--- src/rtl/multi_timer_pkg.sv ---
// rtl/multi_timer_pkg.sv - mode encodings and parameter defaults for multi_timer
package multi_timer_pkg;

  localparam logic [1:0] MODE_ELAPSED    = 2'b00;
  localparam logic [1:0] MODE_ONESHOT    = 2'b01;
  localparam logic [1:0] MODE_PERIODIC   = 2'b10;
  localparam logic [1:0] MODE_EDGE_COUNT = 2'b11;

  localparam int DEF_NUM_CH     = 4;
  localparam int DEF_WIDTH      = 32;
  localparam int DEF_PRESCALE_W = 8;

endpackage

--- src/rtl/multi_timer_channel.sv ---
// rtl/multi_timer_channel.sv - one timer channel: counter, arm, edge history, expire, overflow
import multi_timer_pkg::*;

module timer_channel #(
  parameter int WIDTH = DEF_WIDTH
) (
  input  logic             clk,
  input  logic             rst_n,
  input  logic             tick,
  input  logic             load,
  input  logic [1:0]       mode,
  input  logic             enable,
  input  logic             count_once,
  input  logic [WIDTH-1:0] reload,
  output logic [WIDTH-1:0] counter,
  output logic             pending,
  output logic             expire,
  output logic             overflow
);

  logic armed;
  logic enable_prev;
  logic rise;
  logic fall;
  logic at_max;
  logic at_one;
  logic is_countdown;

  assign rise         = enable & ~enable_prev;
  assign fall         = ~enable & enable_prev;
  assign at_max       = &counter;
  assign at_one       = (counter == WIDTH'(1));
  assign is_countdown = (mode == MODE_ONESHOT) || (mode == MODE_PERIODIC);
  // Pending is the only unregistered output: it tracks the counter directly.
  assign pending      = is_countdown && (counter != '0);

  // Enable history for edge detection, sampled unconditionally every cycle.
  always_ff @(posedge clk or negedge rst_n) begin
    if (!rst_n) enable_prev <= 1'b0;
    else        enable_prev <= enable;
  end

  // Counter, arm, expire and overflow update; load overrides everything else.
  always_ff @(posedge clk or negedge rst_n) begin
    if (!rst_n) begin
      counter  <= '0;
      armed    <= 1'b1;
      expire   <= 1'b0;
      overflow <= 1'b0;
    end else begin
      expire <= 1'b0;
      if (load) begin
        counter  <= is_countdown ? reload : '0;
        armed    <= 1'b1;
        overflow <= 1'b0;
      end else begin
        case (mode)
          MODE_ELAPSED: begin
            if (tick && enable && armed) begin
              if (at_max) overflow <= 1'b1;
              else        counter  <= counter + WIDTH'(1);
            end
            if (count_once && fall) armed <= 1'b0;
          end
          MODE_ONESHOT: begin
            if (tick && enable && (counter != '0)) begin
              counter <= counter - WIDTH'(1);
              if (at_one) expire <= 1'b1;
            end
          end
          MODE_PERIODIC: begin
            if (tick && enable && (counter != '0)) begin
              if (at_one) begin
                counter <= reload;
                expire  <= 1'b1;
              end else begin
                counter <= counter - WIDTH'(1);
              end
            end
          end
          default: begin
            if (rise) begin
              if (at_max) overflow <= 1'b1;
              else        counter  <= counter + WIDTH'(1);
            end
          end
        endcase
      end
    end
  end

endmodule

--- src/rtl/multi_timer.sv ---
// rtl/multi_timer.sv - shared prescaler driving NUM_CH independent timer channels
import multi_timer_pkg::*;

module multi_timer #(
  parameter int NUM_CH     = DEF_NUM_CH,
  parameter int WIDTH      = DEF_WIDTH,
  parameter int PRESCALE_W = DEF_PRESCALE_W
) (
  input  logic                    clk,
  input  logic                    rst_n,
  input  logic [PRESCALE_W-1:0]   prescale,
  input  logic [NUM_CH-1:0]       ch_load,
  input  logic [2*NUM_CH-1:0]     ch_mode,
  input  logic [NUM_CH-1:0]       ch_enable,
  input  logic [NUM_CH-1:0]       ch_count_once,
  input  logic [WIDTH*NUM_CH-1:0] ch_reload,
  output logic [WIDTH*NUM_CH-1:0] ch_counter,
  output logic [NUM_CH-1:0]       ch_pending,
  output logic [NUM_CH-1:0]       ch_expire,
  output logic [NUM_CH-1:0]       ch_overflow
);

  logic [PRESCALE_W-1:0] pre_cnt;
  logic                  tick;

  // Using >= lets a lowered prescale fire on the next cycle instead of wrapping.
  assign tick = (pre_cnt >= prescale);

  // Free-running prescale divider.
  always_ff @(posedge clk or negedge rst_n) begin
    if (!rst_n)    pre_cnt <= '0;
    else if (tick) pre_cnt <= '0;
    else           pre_cnt <= pre_cnt + PRESCALE_W'(1);
  end

  for (genvar i = 0; i < NUM_CH; i++) begin : g_ch
    timer_channel #(.WIDTH(WIDTH)) u_ch (
      .clk        (clk),
      .rst_n      (rst_n),
      .tick       (tick),
      .load       (ch_load[i]),
      .mode       (ch_mode[2*i +: 2]),
      .enable     (ch_enable[i]),
      .count_once (ch_count_once[i]),
      .reload     (ch_reload[WIDTH*i +: WIDTH]),
      .counter    (ch_counter[WIDTH*i +: WIDTH]),
      .pending    (ch_pending[i]),
      .expire     (ch_expire[i]),
      .overflow   (ch_overflow[i])
    );
  end

endmodule

--- config.mk ---
export PLATFORM = sky130hd
export DESIGN_NAME = multi_timer
export DESIGN_NICKNAME = d
export VERILOG_FILES = /design/src/rtl/multi_timer_pkg.sv /design/src/rtl/multi_timer_channel.sv /design/src/rtl/multi_timer.sv
export SDC_FILE = /design/constraint.sdc
export NUM_CORES = 1
export LEC_CHECK = 0
export ABC_CLOCK_PERIOD_IN_PS = 5400
export BUFFER_PORTS_ARGS = -buffer_cell sky130_fd_sc_hd__buf_2
export CORE_MARGIN = 1
export CORE_UTILIZATION = 45
export DETAILED_ROUTE_END_ITERATION = 6
export PLACE_DENSITY = 0.67
export SYNTH_ARGS = -nofsm -noshare
export SYNTH_HDL_FRONTEND = slang
export SYNTH_HIERARCHICAL = 1
export SYNTH_SLANG_ARGS = --single-unit
--- constraint.sdc ---
create_clock -name clk -period 5.4 [get_ports clk]
set_input_delay 0.27 -clock clk [delete_from_list [all_inputs] [get_ports clk]]
set_output_delay 0.27 -clock clk [all_outputs]
set_load 0.02 [all_outputs]
# [Word-level counts from Yosys, hierarchy flattened]
# Index checks and enable logic that the tools add are counted.
[classes] n_addsub=9 magnitude_cmp=1 n_eq_ne=28 muxes=85 n_bitwise=16 reduce_logical=68
[ops] cell="$mux W32" n=32
[ops] cell="$pmux W32 S3" n=4
[ops] cell="$add A32 B1 Y32 const B" n=4
[ops] cell="$eq A32 B1 Y1 const B" n=4
[ops] cell="$reduce_and A32 Y1" n=4
[ops] cell="$reduce_bool A32 Y1" n=4
[ops] cell="$sub A32 B1 Y32 const B" n=4
[ops] cell="$mux W1" n=44
[ops] cell="$ne A3 B3 Y1 const B" n=8
[ops] cell="$logic_and A1 B1 Y1" n=20
[ops] cell="$reduce_bool A5 Y1" n=4
[ops] cell="$reduce_and A4 Y1" n=4
[ops] cell="$reduce_bool A2 Y1" n=8
[ops] cell="$ne A3 B2 Y1 const B" n=4
[ops] cell="$reduce_and A3 Y1" n=4
[ops] cell="$reduce_bool A3 Y1" n=4
[ops] cell="$add A8 B1 Y8 const B" n=1
[ops] cell="$and A1 B1 Y1" n=8
[ops] cell="$eq A2 B1 Y1 const B" n=4
[ops] cell="$eq A2 B2 Y1 const B" n=4
[ops] cell="$ge A8 B8 Y1" n=1
[ops] cell="$logic_not A2 Y1" n=4
[ops] cell="$mux W8" n=1
[ops] cell="$ne A2 B1 Y1 const B" n=4
[ops] cell="5 further kinds" n=24
[word_totals] ff_bits=152 input_bits=158 out_inout_bits=140 word_cells=228

# [Longest topological paths before layout]
[logic_depth] ltp_word=6 depth_mapped=14 mapped_depth_nobuf=12

# [Cells and area by module]
# Netlist, hierarchy kept.
[modules_own_cells] module="timer_channel (g_ch[0].u_ch ...)" n_inst=3 cells_each=507 area_each_um2=3744.8 seq_area_each_um2=902.1
[modules_own_cells] module="timer_channel (g_ch[3].u_ch)" n_inst=1 cells_each=472 area_each_um2=3563.4 seq_area_each_um2=902.1
[modules_own_cells] module="multi_timer" n_inst=1 cells_each=54 area_each_um2=555.5 seq_area_each_um2=200.2

# [Least setup slack after synthesis]
# Ideal clock, no wire load.
[synth_path] path_type="register to register" start="reg g_ch[0].u_ch.counter[13]" end="reg g_ch[0].u_ch.counter[5]" setup_ps=126 arrival_ps=2948 t_required_ps=5274 slack_ps=2326 stages_incl_launch_ff=10 path_buffers=3 period_less_slack_ps=3074 cell_sequence="dfrtp_1 buf_6 or4_4 or4_1 buf_2 or4_4 buf_6 a31oi_1 nor3b_1 o32a_1"
[synth_between] elab_chain_len=5
[synth_lines] item="start, declared" line_no="multi_timer_channel.sv:15" source="output logic [WIDTH-1:0] counter,"
[synth_lines] item="start signal, assigned" line_no="multi_timer_channel.sv:53" source="counter <= is_countdown ? reload : '0;"
[synth_lines] item="start signal, assigned" line_no="multi_timer_channel.sv:61" source="else counter <= counter + WIDTH'(1);"
[synth_lines] item="start signal, assigned" line_no="multi_timer_channel.sv:67" source="counter <= counter - WIDTH'(1);"
[synth_lines] item="$eq A32 B1 Y1 or $reduce_and A32 Y1 (tied branches)" line_no="multi_timer_channel.sv:32, multi_timer_channel.sv:31"
[synth_lines] item="$mux W32 (on tied branches) (2 in a row)"
[synth_lines] item="$pmux W32 S3" line_no="multi_timer_channel.sv:57" source="case (mode)"
[synth_lines] item="$mux W32" line_no="multi_timer_channel.sv:52" source="if (load) begin"
# Several ways; a longest one is shown, not always the timed one. The select of a mux whose other input is x is not followed.
# A chain may end at the register's enable or synchronous reset.

# [Worst setup path in the final report]
[layout_path] start="reg g_ch[2].u_ch.counter[12]" end="reg g_ch[2].u_ch.counter[7]"
[layout_between] elab_chain_len=5
[layout_lines] item="start, declared" line_no="multi_timer_channel.sv:15"
[layout_lines] item="start signal, assigned" line_no="multi_timer_channel.sv:53"
[layout_lines] item="start signal, assigned" line_no="multi_timer_channel.sv:61"
[layout_lines] item="start signal, assigned" line_no="multi_timer_channel.sv:67"
[layout_lines] item="$eq A32 B1 Y1 or $reduce_and A32 Y1 (tied branches)" line_no="multi_timer_channel.sv:32, multi_timer_channel.sv:31"
[layout_lines] item="$mux W32 (on tied branches) (2 in a row)"
[layout_lines] item="$pmux W32 S3" line_no="multi_timer_channel.sv:57"
[layout_lines] item="$mux W32" line_no="multi_timer_channel.sv:52"
# Several ways; a longest one is shown, not always the timed one. The select of a mux whose other input is x is not followed.

==> impl_metrics.yaml <==
outcome:
  status: "complete, but fails checks"
  violations: "design-rule violations"
clock_network:
  clk_latency_ps: 460
  clockBufferDepth: 2
  cts-hold-fix-buffers: 5
  root_buffer: "clkbuf_16"
  h-tree-depth: 4
  cts-resized-gates: 0
  cts_tree: "done"
  cts_buffers: 17
  clkTransAtPathRegs_ps: 70
  clock_sinks: 152
  cts_setup_buffers: 0
final_layout:
  multi_input_area_mm2: 0.0104
  layout.nets: 2400
  areaGrowthSynthToFinish_pct: 13.4
  fin_cells: 2664
  diodes: 0
  seqCellArea_mm2: 0.00381
  drive_gt1_frac: 0.191
  design_area_mm2: 0.0174
  fill_cells: 3382
logic_synthesis:
  avgSynthCellArea_um2: 7.50
  synth-seq-area-share: 0.248
  yosys_warnings: 6
  syn_nets: 2242
  synth_edf_count: 0
  ys_types: 83
  syn_inst: 2047
  synthArstFlopShare: 1.00
  syn_area_mm2: 0.0154
  synth_seq_cells: 152
  synth_ff_type: "dfrtp_1"
pwr:
  pwr-share-comb: 0.420
  p_sw_mw: 2.61
  power_mw: 5.56
  ir_drop_uv: 233
  power_frac_seq: 0.358
  cellLeakagePower_nw: 7.12
  switching_share: 0.469
  power_frac_clock: 0.221
  powerDensity_mw_per_mm2: 319
  intPower_mw: 2.95
placed_design:
  dpl_cell_area_mm2: 0.0168
  dp_cells: 2629
  io_buffers: 297
  dp_hpwl_um: 40900
  gp_congestion: 0.971
floorplan:
  dieHeight_um: 187
  start_util: 0.458
  die_width_um: 187
  dieArea_mm2: 0.0349
  core_area_mm2: 0.0335
  ios: 298
  rows: 67
timing:
  relSlewSlack: 0.153
  setup-tns-final_ps: 0
  rsz0062_at_grt: "no"
  maxSlewViolCount: 0
  period_minus_slack_ps: 3970
  fin_crit_sh: 0.736
  report.final.hold_viol_count: 0
  tightest_slew_ps: 1260
  hold_slack_ps: 58.0
  fin_skew_ps: 10.7
  max_freq_mhz: 252
  setup_viol: 0
drt:
  post_drt_wl_per_cell_um: 22.2
  via_per_inst: 6.71
  route.vias.total: 17880
  totalWireLength_um: 59000
  drtPass1Iterations: 7
  ant_nets: 0
  drtIter0Drc: 2015
  remaining_drc_errors: 21
global_route:
  grt_usage: 0.329
  grt_overflow_total: 0
  antenna_found_initial: 0
  grt_start_max_net_pins: 57
  grt_first_pass_wirelength_um: 92800
  grt_pass1_vias: 16548
worst_setup_path:
  end_kind: "flop"
  critical_path.startpoint: "g_ch[2].u_ch/counter[12]$_DFFE_PN0P_"
  timing.rr.start: "g_ch[2].u_ch/counter[12]$_DFFE_PN0P_"
  cp_data_required_time_ps: 5780
  cp-start-kind: "flop"
  critical_path_class: "flop to flop"
  worst_ep_arrival_time_ps: 4350
  critPathMaxFanout: 15
hold_path:
  hold_start: "ch_reload[17]"
  hp-class: "input pin to flop"
flow_run:
  maxCapViolCount: 0
[routing by layer]
metal / GRT usage / part of all wire
met1: 0.455 / 0.41
met2: 0.501 / 0.44
met3: 0.0581 / 0.11
met4: 0.145 / 0.037
met5: 0 / 0
[path summary, 6_finish.rpt]
check / endpoint / slack [ps] / cells past startpoint
worst max-delay path: g_ch[2].u_ch/counter[7]$_DFFE_PN0P_ / 1430 / 7
worst min-delay path: g_ch[0].u_ch/counter[17]$_DFFE_PN0P_ / 60 / 3
worst max register to register: g_ch[2].u_ch/counter[7]$_DFFE_PN0P_ / 1430 / 7
worst min register to register: g_ch[3].u_ch/armed$_DFFE_PN1P_ / 480 / 2
max in group asynchronous: g_ch[1].u_ch/counter[9]$_DFFE_PN0P_ / 3900 / 3
min in group asynchronous: g_ch[3].u_ch/counter[11]$_DFFE_PN0P_ / 350 / 2
[final cells by class]
class / instances / share of cell area
Clock buffer: 22 / 0.0267
Tap cell: 448 / 0.0322
Clock inverter: 8 / 0.00568
Sequential cell: 152 / 0.219
Inverter: 53 / 0.0114
Timing Repair Buffer: 343 / 0.106
Multi-Input combinational cell: 1638 / 0.599
[layout by cell type (no fill, tap or decap), types with 10 or more instances in the layout]
| master | count |
|---|---|
| a211oi_1 | 26 |
| a21o_1 | 19 |
| a21oi_1 | 93 |
| a221o_1 | 11 |
| a221oi_1 | 15 |
| a22o_1 | 21 |
| a22oi_1 | 21 |
| a311o_1 | 10 |
| a31oi_1 | 24 |
| a41oi_1 | 10 |
| and2_1 | 13 |
| and3_1 | 52 |
| and4_1 | 14 |
| buf_2 | 296 |
| buf_4 | 41 |
| clkbuf_16 | 17 |
| dfrtp_1 | 148 |
| ha_1 | 37 |
| inv_1 | 52 |
| nand2_1 | 193 |
| nand3_1 | 113 |
| nand4_1 | 72 |
| nor2_1 | 138 |
| nor2b_1 | 13 |
| nor3_1 | 107 |
| nor3b_1 | 11 |
| nor4_1 | 63 |
| o211ai_1 | 38 |
| o21ai_0 | 111 |
| o31ai_1 | 35 |
| or3_1 | 42 |
| or4_1 | 26 |
| xnor2_1 | 40 |
| xor2_1 | 69 |
[power by group through the flow]
stage | clock network (mW) | logic [mW] | registers, mW
floorplan | 0 | 1.70 | 1.83
global placement | 0 | 2.26 | 1.96
detailed placement | 0 | 2.29 | 1.98
CTS | 1.25 | 2.31 | 1.96
global route | 1.30 | 2.54 | 2.04
finish | 1.23 | 2.34 | 1.99
[kinds of logic after synthesis]
family          count (synthesis)  synth area share
simple gates                  915             0.316
compound gates                573             0.267
buf+inv                       257            0.0728
flops                         152             0.248
xor+xnor                      109            0.0622
fa+ha+maj                      37            0.0302
mux                             4           0.00293
[synth_stat cells (9+ instances only)]
| master | instances | area share |
|---|---|---|
| a211oi_1 | 26 | 0.013 |
| and4_1 | 14 | 0.0080 |
| a21oi_1 | 93 | 0.030 |
| dfrtp_1 | 148 | 0.24 |
| and2_1 | 13 | 0.0053 |
| and3_1 | 52 | 0.021 |
| a221o_1 | 11 | 0.0072 |
| nor2b_1 | 13 | 0.0053 |
| clkbuf_1 | 126 | 0.031 |
| ha_1 | 37 | 0.030 |
| nor2_1 | 138 | 0.034 |
| a311o_1 | 10 | 0.0065 |
| nor3_1 | 107 | 0.035 |
| nand4b_1 | 9 | 0.0051 |
| xnor2_1 | 40 | 0.023 |
| a21o_1 | 19 | 0.0093 |
| o31ai_1 | 35 | 0.017 |
| xor2_1 | 69 | 0.039 |
| o21ai_0 | 111 | 0.036 |
| nor4_1 | 64 | 0.026 |
| a31oi_1 | 24 | 0.0098 |
| o32ai_1 | 9 | 0.0051 |
| buf_2 | 47 | 0.015 |
| o21ai_1 | 9 | 0.0029 |
| a22o_1 | 21 | 0.012 |
| nor3b_1 | 11 | 0.0054 |
| nand2_1 | 193 | 0.047 |
| a22oi_1 | 21 | 0.010 |
| or4_1 | 26 | 0.013 |
| a32oi_1 | 9 | 0.0051 |
| o211ai_1 | 38 | 0.019 |
| nand3_1 | 113 | 0.037 |
| inv_1 | 52 | 0.013 |
| buf_6 | 11 | 0.0081 |
| a221oi_1 | 15 | 0.0086 |
| o311ai_0 | 9 | 0.0051 |
| buf_1 | 15 | 0.0037 |
| a41oi_1 | 10 | 0.0057 |
| or3_1 | 42 | 0.017 |
| nand4_1 | 72 | 0.029 |
[worst max-delay path: stages (launching register included)]
cell     delay (ps)
dfrtp_1         520
or4_4           620
or4_1           780
nor4_1         1130
buf_4           320
nand2_1          60
a311o_1         340
a21oi_1         120
[stage by stage]
step | util | worst slack (ps)
after floorplan | - | 2330
final | 0.519 | 1430
after detailed placement | 0.501 | 1550
after CTS | 0.519 | 1560
after global placement | 0.501 | 1650
after global routing | 0.519 | 1280
[registers in the layout (all words and copies together), names as in the netlist]
signal and cells:
g_ch.u_ch/counter 128, g_ch.u_ch/enable_prev 4, g_ch.u_ch/overflow 4, g_ch.u_ch/expire 4, pre_cnt 8, g_ch.u_ch/armed 4
No activity file was read; power rests on OpenSTA's default activity.
